**src/rtl/memmatrix_pkg.sv**
```systemverilog
// Shared types and default geometry for the memory-matrix guessing game.
package memmatrix_pkg;

  localparam int DEF_ROWS = 4;
  localparam int DEF_COLS = 4;
  localparam int DEF_GW   = 4;

  typedef enum logic [2:0] {
    IDLE,
    PLAY,
    JUDGE,
    WIN,
    LOSE
  } state_e;

endpackage

```
**src/rtl/guess_counter.sv**
```systemverilog
// Wrong-guess budget: loadable, saturating down-counter with a zero flag.
module guess_counter #(
  parameter int GW = 4
) (
  input  logic          clk,
  input  logic          reset,
  input  logic          load_i,
  input  logic [GW-1:0] load_val_i,
  input  logic          dec_i,
  output logic [GW-1:0] count_o,
  output logic          zero_o
);

  logic [GW-1:0] count_q, count_d;

  always_comb begin
    count_d = count_q;
    if (load_i) begin
      count_d = load_val_i;
    end else if (dec_i && (count_q != '0)) begin
      count_d = count_q - 1'b1;
    end
  end

  always_ff @(posedge clk) begin
    if (!reset) begin
      count_q <= '0;
    end else begin
      count_q <= count_d;
    end
  end

  assign count_o = count_q;
  assign zero_o  = (count_q == '0);

endmodule

```
**src/rtl/guess_judge.sv**
```systemverilog
// Round controller: latches a target board, accepts one guess at a time and
// judges it a cycle later as hit, miss or repeat.
module guess_judge
  import memmatrix_pkg::*;
#(
  parameter  int ROWS  = DEF_ROWS,
  parameter  int COLS  = DEF_COLS,
  parameter  int GW    = DEF_GW,
  localparam int CELLS = ROWS * COLS,
  localparam int IW    = $clog2(CELLS)
) (
  input  logic             clk,
  input  logic             reset,
  input  logic             start,
  input  logic [CELLS-1:0] board,
  input  logic [GW-1:0]    max_wrong,
  input  logic             guess_valid,
  input  logic [IW-1:0]    guess_idx,
  output logic             guess_ready,
  output logic [GW-1:0]    remaining,
  output logic [CELLS-1:0] found,
  output logic             hit,
  output logic             miss,
  output logic             repeat_o,
  output logic             win,
  output logic             lose
);

  state_e           state_q, state_d;
  logic [CELLS-1:0] board_q, board_d;
  logic [CELLS-1:0] found_q, found_d;
  logic [IW-1:0]    idx_q, idx_d;
  logic             cnt_load, cnt_dec, cnt_zero;
  logic             in_range;
  logic [CELLS-1:0] idx_mask;

  // Indices beyond the board (non power-of-two geometries) always count as misses.
  assign in_range = ({1'b0, idx_q} < (IW + 1)'(CELLS));
  assign idx_mask = CELLS'(1) << idx_q;

  guess_counter #(.GW(GW)) u_guess_counter (
    .clk        (clk),
    .reset      (reset),
    .load_i     (cnt_load),
    .load_val_i (max_wrong),
    .dec_i      (cnt_dec),
    .count_o    (remaining),
    .zero_o     (cnt_zero)
  );

  always_comb begin
    state_d  = state_q;
    board_d  = board_q;
    found_d  = found_q;
    idx_d    = idx_q;
    cnt_load = 1'b0;
    cnt_dec  = 1'b0;
    hit      = 1'b0;
    miss     = 1'b0;
    repeat_o = 1'b0;
    case (state_q)
      IDLE, WIN, LOSE: begin
        if (start) begin
          board_d  = board;
          found_d  = '0;
          cnt_load = 1'b1;
          state_d  = (board == '0) ? WIN : PLAY;
        end
      end
      PLAY: begin
        if (guess_valid) begin
          idx_d   = guess_idx;
          state_d = JUDGE;
        end
      end
      JUDGE: begin
        if (in_range && found_q[idx_q]) begin
          repeat_o = 1'b1;
          state_d  = PLAY;
        end else if (in_range && board_q[idx_q]) begin
          hit     = 1'b1;
          found_d = found_q | idx_mask;
          state_d = (found_d == board_q) ? WIN : PLAY;
        end else begin
          miss = 1'b1;
          if (cnt_zero) begin
            state_d = LOSE;
          end else begin
            cnt_dec = 1'b1;
            state_d = PLAY;
          end
        end
      end
      default: state_d = IDLE;
    endcase
  end

  always_ff @(posedge clk) begin
    if (!reset) begin
      state_q <= IDLE;
      board_q <= '0;
      found_q <= '0;
      idx_q   <= '0;
    end else begin
      state_q <= state_d;
      board_q <= board_d;
      found_q <= found_d;
      idx_q   <= idx_d;
    end
  end

  assign guess_ready = (state_q == PLAY);
  assign win         = (state_q == WIN);
  assign lose        = (state_q == LOSE);
  assign found       = found_q;

endmodule

```
**config.mk**
```make
export PLATFORM = sky130hd
export DESIGN_NAME = guess_judge
export DESIGN_NICKNAME = d
export VERILOG_FILES = /design/src/rtl/memmatrix_pkg.sv /design/src/rtl/guess_counter.sv /design/src/rtl/guess_judge.sv
export SDC_FILE = /design/constraint.sdc
export NUM_CORES = 1
export LEC_CHECK = 0
export CAP_MARGIN = 20
export CORE_ASPECT_RATIO = 1.4
export CORE_MARGIN = 2
export CORE_UTILIZATION = 45
export CTS_BUF_LIST = sky130_fd_sc_hd__clkbuf_4
export CTS_CLUSTER_SIZE = 12
export DETAILED_ROUTE_END_ITERATION = 10
export GPL_TIMING_DRIVEN = 0
export PLACE_DENSITY = 0.76
export RECOVER_POWER = 100
export REMOVE_ABC_BUFFERS = 1
export SLEW_MARGIN = 15
export SYNTH_ARGS = -nofsm -noshare
export SYNTH_HDL_FRONTEND = slang
export SYNTH_SLANG_ARGS = --single-unit
export TNS_END_PERCENT = 100
```
**constraint.sdc**
```tcl
create_clock -name clk -period 3.3 [get_ports clk]
set_input_delay 0.99 -clock clk [delete_from_list [all_inputs] [get_ports clk]]
set_output_delay 0.99 -clock clk [all_outputs]
set_load 0.02 [all_outputs]
```
# Word level (Yosys, flattened, before mapping)
# Index checks and enable logic that the tools add are counted.
# classes
add_sub_neg	1
n_lt_le_gt_ge	1
n_eq_ne	9
shifts	1
muxes	32
bitwise_logic	1
n_reduce_logical	12
# op_table
cell	n
$mux 16	3
$pmux 16 s2	1
$eq 16x16->1	1
$logic_not 16->1	1
$mux 1	16
$or 16x16->16	1
$shl 1x4->16 const A	1
$mux 3	5
$pmux 3 s3	1
$bmux 1 s4	2
$mux 4	2
$ne 2x2->1 const B	4
$eq 3x2->1 const B	2
$reduce_and 2->1	3
$lt 4x5->1 const B	1
$logic_not 4->1	1
$mux 2	2
$reduce_and 4->1	1
$reduce_bool 2->1	2
$reduce_bool 4->1	1
$sub 4x1->4 const B	1
$eq 3x1->1 const B	1
$eq 3x3->1 const B	1
$logic_not 3->1	1
2 further kinds	2
# totals
regBits	43
input_bits	28
wordCells	62

# Depth between registers and ports, before layout
# depth
depth_word	8
depth_mapped	9

# Hierarchy
# From an unflattened synthesis, not the netlist that was laid out.
# hier_totals
cells_unflattened	316
area_unflattened_um2	2688.8
# by_module_without_submodules
mod	n_inst	cells_per_inst	area_per_inst_um2	seq_area_each_um2
guess_judge	1	285	2432.3	780.7
guess_counter	1	31	256.5	80.1

# Worst setup path after synthesis
# OpenSTA, ideal clock, no wires.
# synth_timing
path_type	flip-flop to output port
startpoint	register idx_q[2]
endpoint	output port hit
t_arrival_ps	2015
t_required_ps	2310
path_slack_ps	295
stages_incl_launch_ff	7
path_buffers	2
cell_sequence	dfxtp_1 -> clkbuf_1 -> mux4_2 -> mux2i_1 -> or3b_4 -> a21oi_4 -> buf_2
# synth_between
elab_chain_cells	5
word_cells_on_any_way	7
# synth_lines
element	line	source
start, declared	guess_judge.sv:32	logic [IW-1:0] idx_q, idx_d;
start signal, assigned	guess_judge.sv:108	idx_q <= idx_d;
$bmux 1 s4	guess_judge.sv:80	end else if (in_range && board_q[idx_q]) begin
$mux 1 (not written as such)	guess_judge.sv:80	
$mux 1	guess_judge.sv:80	
$mux 1 *	guess_judge.sv:77	if (in_range && found_q[idx_q]) begin
$mux 1 *	guess_judge.sv:61	case (state_q)
end, declared	guess_judge.sv:22	output logic hit,
# Every way passes the cells marked *; elsewhere a longest branch is shown, timed or not. The select of a mux whose other input is x is not followed.

# Final worst setup path
# layout_timing
startpoint	register idx_q[1]
endpoint	output port hit
# Same word-level chain as after synthesis.

==> impl_metrics.py <==
metrics = {
    "outcome": {
        "status": "completed",
    },
    "setup_path": {
        "crit_path_end_kind": "output port",
        "worstSetupPathType": "register to output port",
        "cp_data_required_time_ns": 2.31,
        "reg2reg_depth": 7,
        "r2r-end": "found[2]",
        "crit_fanout": 4,
        "crit_path_start_kind": "register",
        "path_cells": "mux4_2 > mux2i_2 > or3b_4 > a21oi_4 > buf_6",
        "critPathSlowestCell": "mux4_2",
        "arrival_ns": 2.21,
        "slowest_delay_ns": 0.52,
        "reg2reg_from": "idx_q[1]",
        "regToRegSetupSlack_ns": 0.38,
    },
    "timing": {
        "timing.final.crit_share_pct": 96.8,
        "max_freq_mhz": 313,
        "layout_setup_ws_ns": 0.104,
        "final_hold_viol_count": 0,
        "tightestPinTransition_ns": 1.25,
        "fin_crit_ns": 3.20,
        "final_max_slew_viol_count": 0,
        "max_slew_margin_pct": 16.3,
        "final.setup.tns_ns": 0,
        "fin_skew_ns": 0.0112,
        "rsz0062_at_grt": "no",
        "setup_viol": 0,
    },
    "detailed_routing": {
        "drt_wl_total_um": 6260,
        "dr.pass1.iters": 4,
        "drc": 0,
        "antenna_left": 0,
        "vias_per_cell": 5.74,
        "drtIter0Drc": 90,
        "vias": 2359,
        "routedWlPerCell_um": 15.2,
    },
    "clock_tree": {
        "root_buffer": "clkbuf_4",
        "cts_htree_levels": 2,
        "tritoncts": "done",
        "cts_buffer_depth": 2,
        "clk_pin_slew_ns": 0.11,
        "clk_latency_ns": 0.35,
        "cts.sink_count": 43,
        "cts-buffers-inserted": 5,
    },
    "finish": {
        "area_growth_pct": 26.4,
        "drive_gt1_share_pct": 11.9,
        "seqCellArea_um2": 872,
        "final_area_um2": 3120,
        "mostFrequentLayoutCell": "nand2_1",
        "nets": 373,
        "multiInputGateArea_um2": 1490,
        "layout_common_cells": "nand2_1, dfxtp_1, nor2_1, a21oi_1, clkdlybuf4s50_1",
        "diodes": 0,
        "fillers": 490,
    },
    "power": {
        "power_leakage_nw": 1.14,
        "finalPower_mw": 1.07,
        "max-vdd-ir-drop_mv": 0.240,
        "power_density_nw_per_um2": 344,
    },
    "grt": {
        "antenna_found_initial": 0,
        "grt_pass1_wl_um": 10200,
        "grt-busiest-layer": "met2",
        "grt_pass1_vias": 2148,
        "grt_use_total_pct": 21.2,
        "grt-ovfl-total": 0,
        "grt_util_met1_pct": 26.8,
        "gr-usage-met2_pct": 36.1,
        "use_met3_pct": 3.72,
        "grt_max_degree": 41,
    },
    "yosys": {
        "netlist_area_um2": 2460,
        "syn-instance-count": 300,
        "synth_edf_count": 0,
        "ys_seq_area_share_pct": 34.9,
        "ys_ff_latch": 43,
        "postSynth.asyncResetShare_pct": 0,
        "syn_area_per_cell_um2": 8.22,
        "synth.area.top_cells": "dfxtp_1, nand2_1, a21oi_1, mux4_2, nor2_1",
        "yosysUniqueCellTypes": 46,
        "synth_top_area_share_pct": 34.9,
        "yosys_warnings": 0,
        "synth_area_leader_cell": "dfxtp_1",
        "synthFlopType": "dfxtp_1",
    },
    "place": {
        "dp_hpwl_um": 4330,
        "dpl-instance-area_um2": 3020,
        "io_buffers": 53,
        "dpl_worst_slack_ns": -0.981,
        "gp_routability_congestion": 0.863,
    },
    "die": {
        "die_h_um": 91.6,
        "core_region_area_um2": 5240,
        "initial_core_util_pct": 47.1,
        "rows": 31,
        "die_w_um": 66.6,
        "die-area_um2": 6090,
        "io_pins": 54,
    },
    "hold_path": {
        "holdPathStages": 2,
        "min_from": "board_q[15]",
        "hold_path_class": "register to register",
        "worstHoldEndpoint": "board_q[15]",
    },
    "run": {
        "drv_cap": 0,
    },
}
-- cells by family (layout without fill, tap and decap cells) --
family,Yosys count,after routing,synth area share [%]
compound gates,70,70,19.1
flops,43,43,34.9
buf+inv,29,74,4.87
fa+ha+maj,1,1,0.508
simple gates,129,129,26.5
xor+xnor,10,10,3.55
mux,18,18,10.5
-- metrics by stage --
step	cells	hold WS [ns]	util (%)
floorplan	278	0.451	-
global placement	397	0.469	57.0
detailed placement	398	0.473	57.7
CTS	410	0.495	59.4
global route	411	0.519	59.5
finish	411	0.490	59.5
-- cell usage after synthesis (all sizes together), types with 7 or more instances --
| cell type | count |
|---|---|
| nor2 | 33 |
| xnor2 | 9 |
| mux2i | 9 |
| dfxtp | 43 |
| clkbuf | 18 |
| nand4 | 7 |
| o21ai | 9 |
| or3b | 7 |
| a21oi | 30 |
| inv | 7 |
| nor4 | 7 |
| nand2 | 43 |
-- worst max-delay path by stage --
stage                                             to  startpoint  slack (ns)
final                                            hit    idx_q[1]        0.10
after global routing                             hit    idx_q[1]        0.01
after CTS                                       miss    idx_q[1]        0.04
after detailed placement                         hit    idx_q[1]       -0.98
after global placement    u_guess_counter.count_o[3]  state_q[2]       -1.14
after floorplan                                  hit    idx_q[1]        0.05
-- flip-flops by register name, summed over array words and instances, names as in the netlist --
register and cells:
idx_q 4, board_q 16, u_guess_counter.count_o 4, found 16
state_q 3
-- final cells by class --
class,instances,share of cell area [%]
Sequential cell,43,28.0
Tap cell,66,2.65
Clock buffer,7,1.69
Timing Repair Buffer,59,18.8
Inverter,7,0.843
Clock inverter,1,0.161
Multi-Input combinational cell,228,47.9
-- worst max-delay path: cells and delay by family (launching register included) --
kind / cells / cell delay (ns)
compound gates: 1 / 0.17
flops: 1 / 0.40
mux: 2 / 0.71
simple gates: 1 / 0.44
buf+inv: 1 / 0.14
-- where the power goes --
part	switching [mW]	internal (mW)	leakage (nW)	total (mW)
Sequential	0.0337	0.542	0.353	0.575
Combinational	0.120	0.116	0.749	0.236
Clock	0.159	0.0996	0.0361	0.259
-- timing repair --
| item | in CTS | in global routing |
|---|---|---|
| pin swaps | 1 | 1 |
| setup buffers | 4 | 1 |
| endpoints found under the setup margin | 3 | 3 |
| gates resized for setup | 13 | 7 |
| hold buffers | 0 | 0 |
-- metal layers --
layer	vias to the layer above	routed length, um
met5	-	0
met4	0	126
met3	10	270
met2	66	3210
met1	1108	2650
li1	1175	-
(Power assumes the default switching activity.)
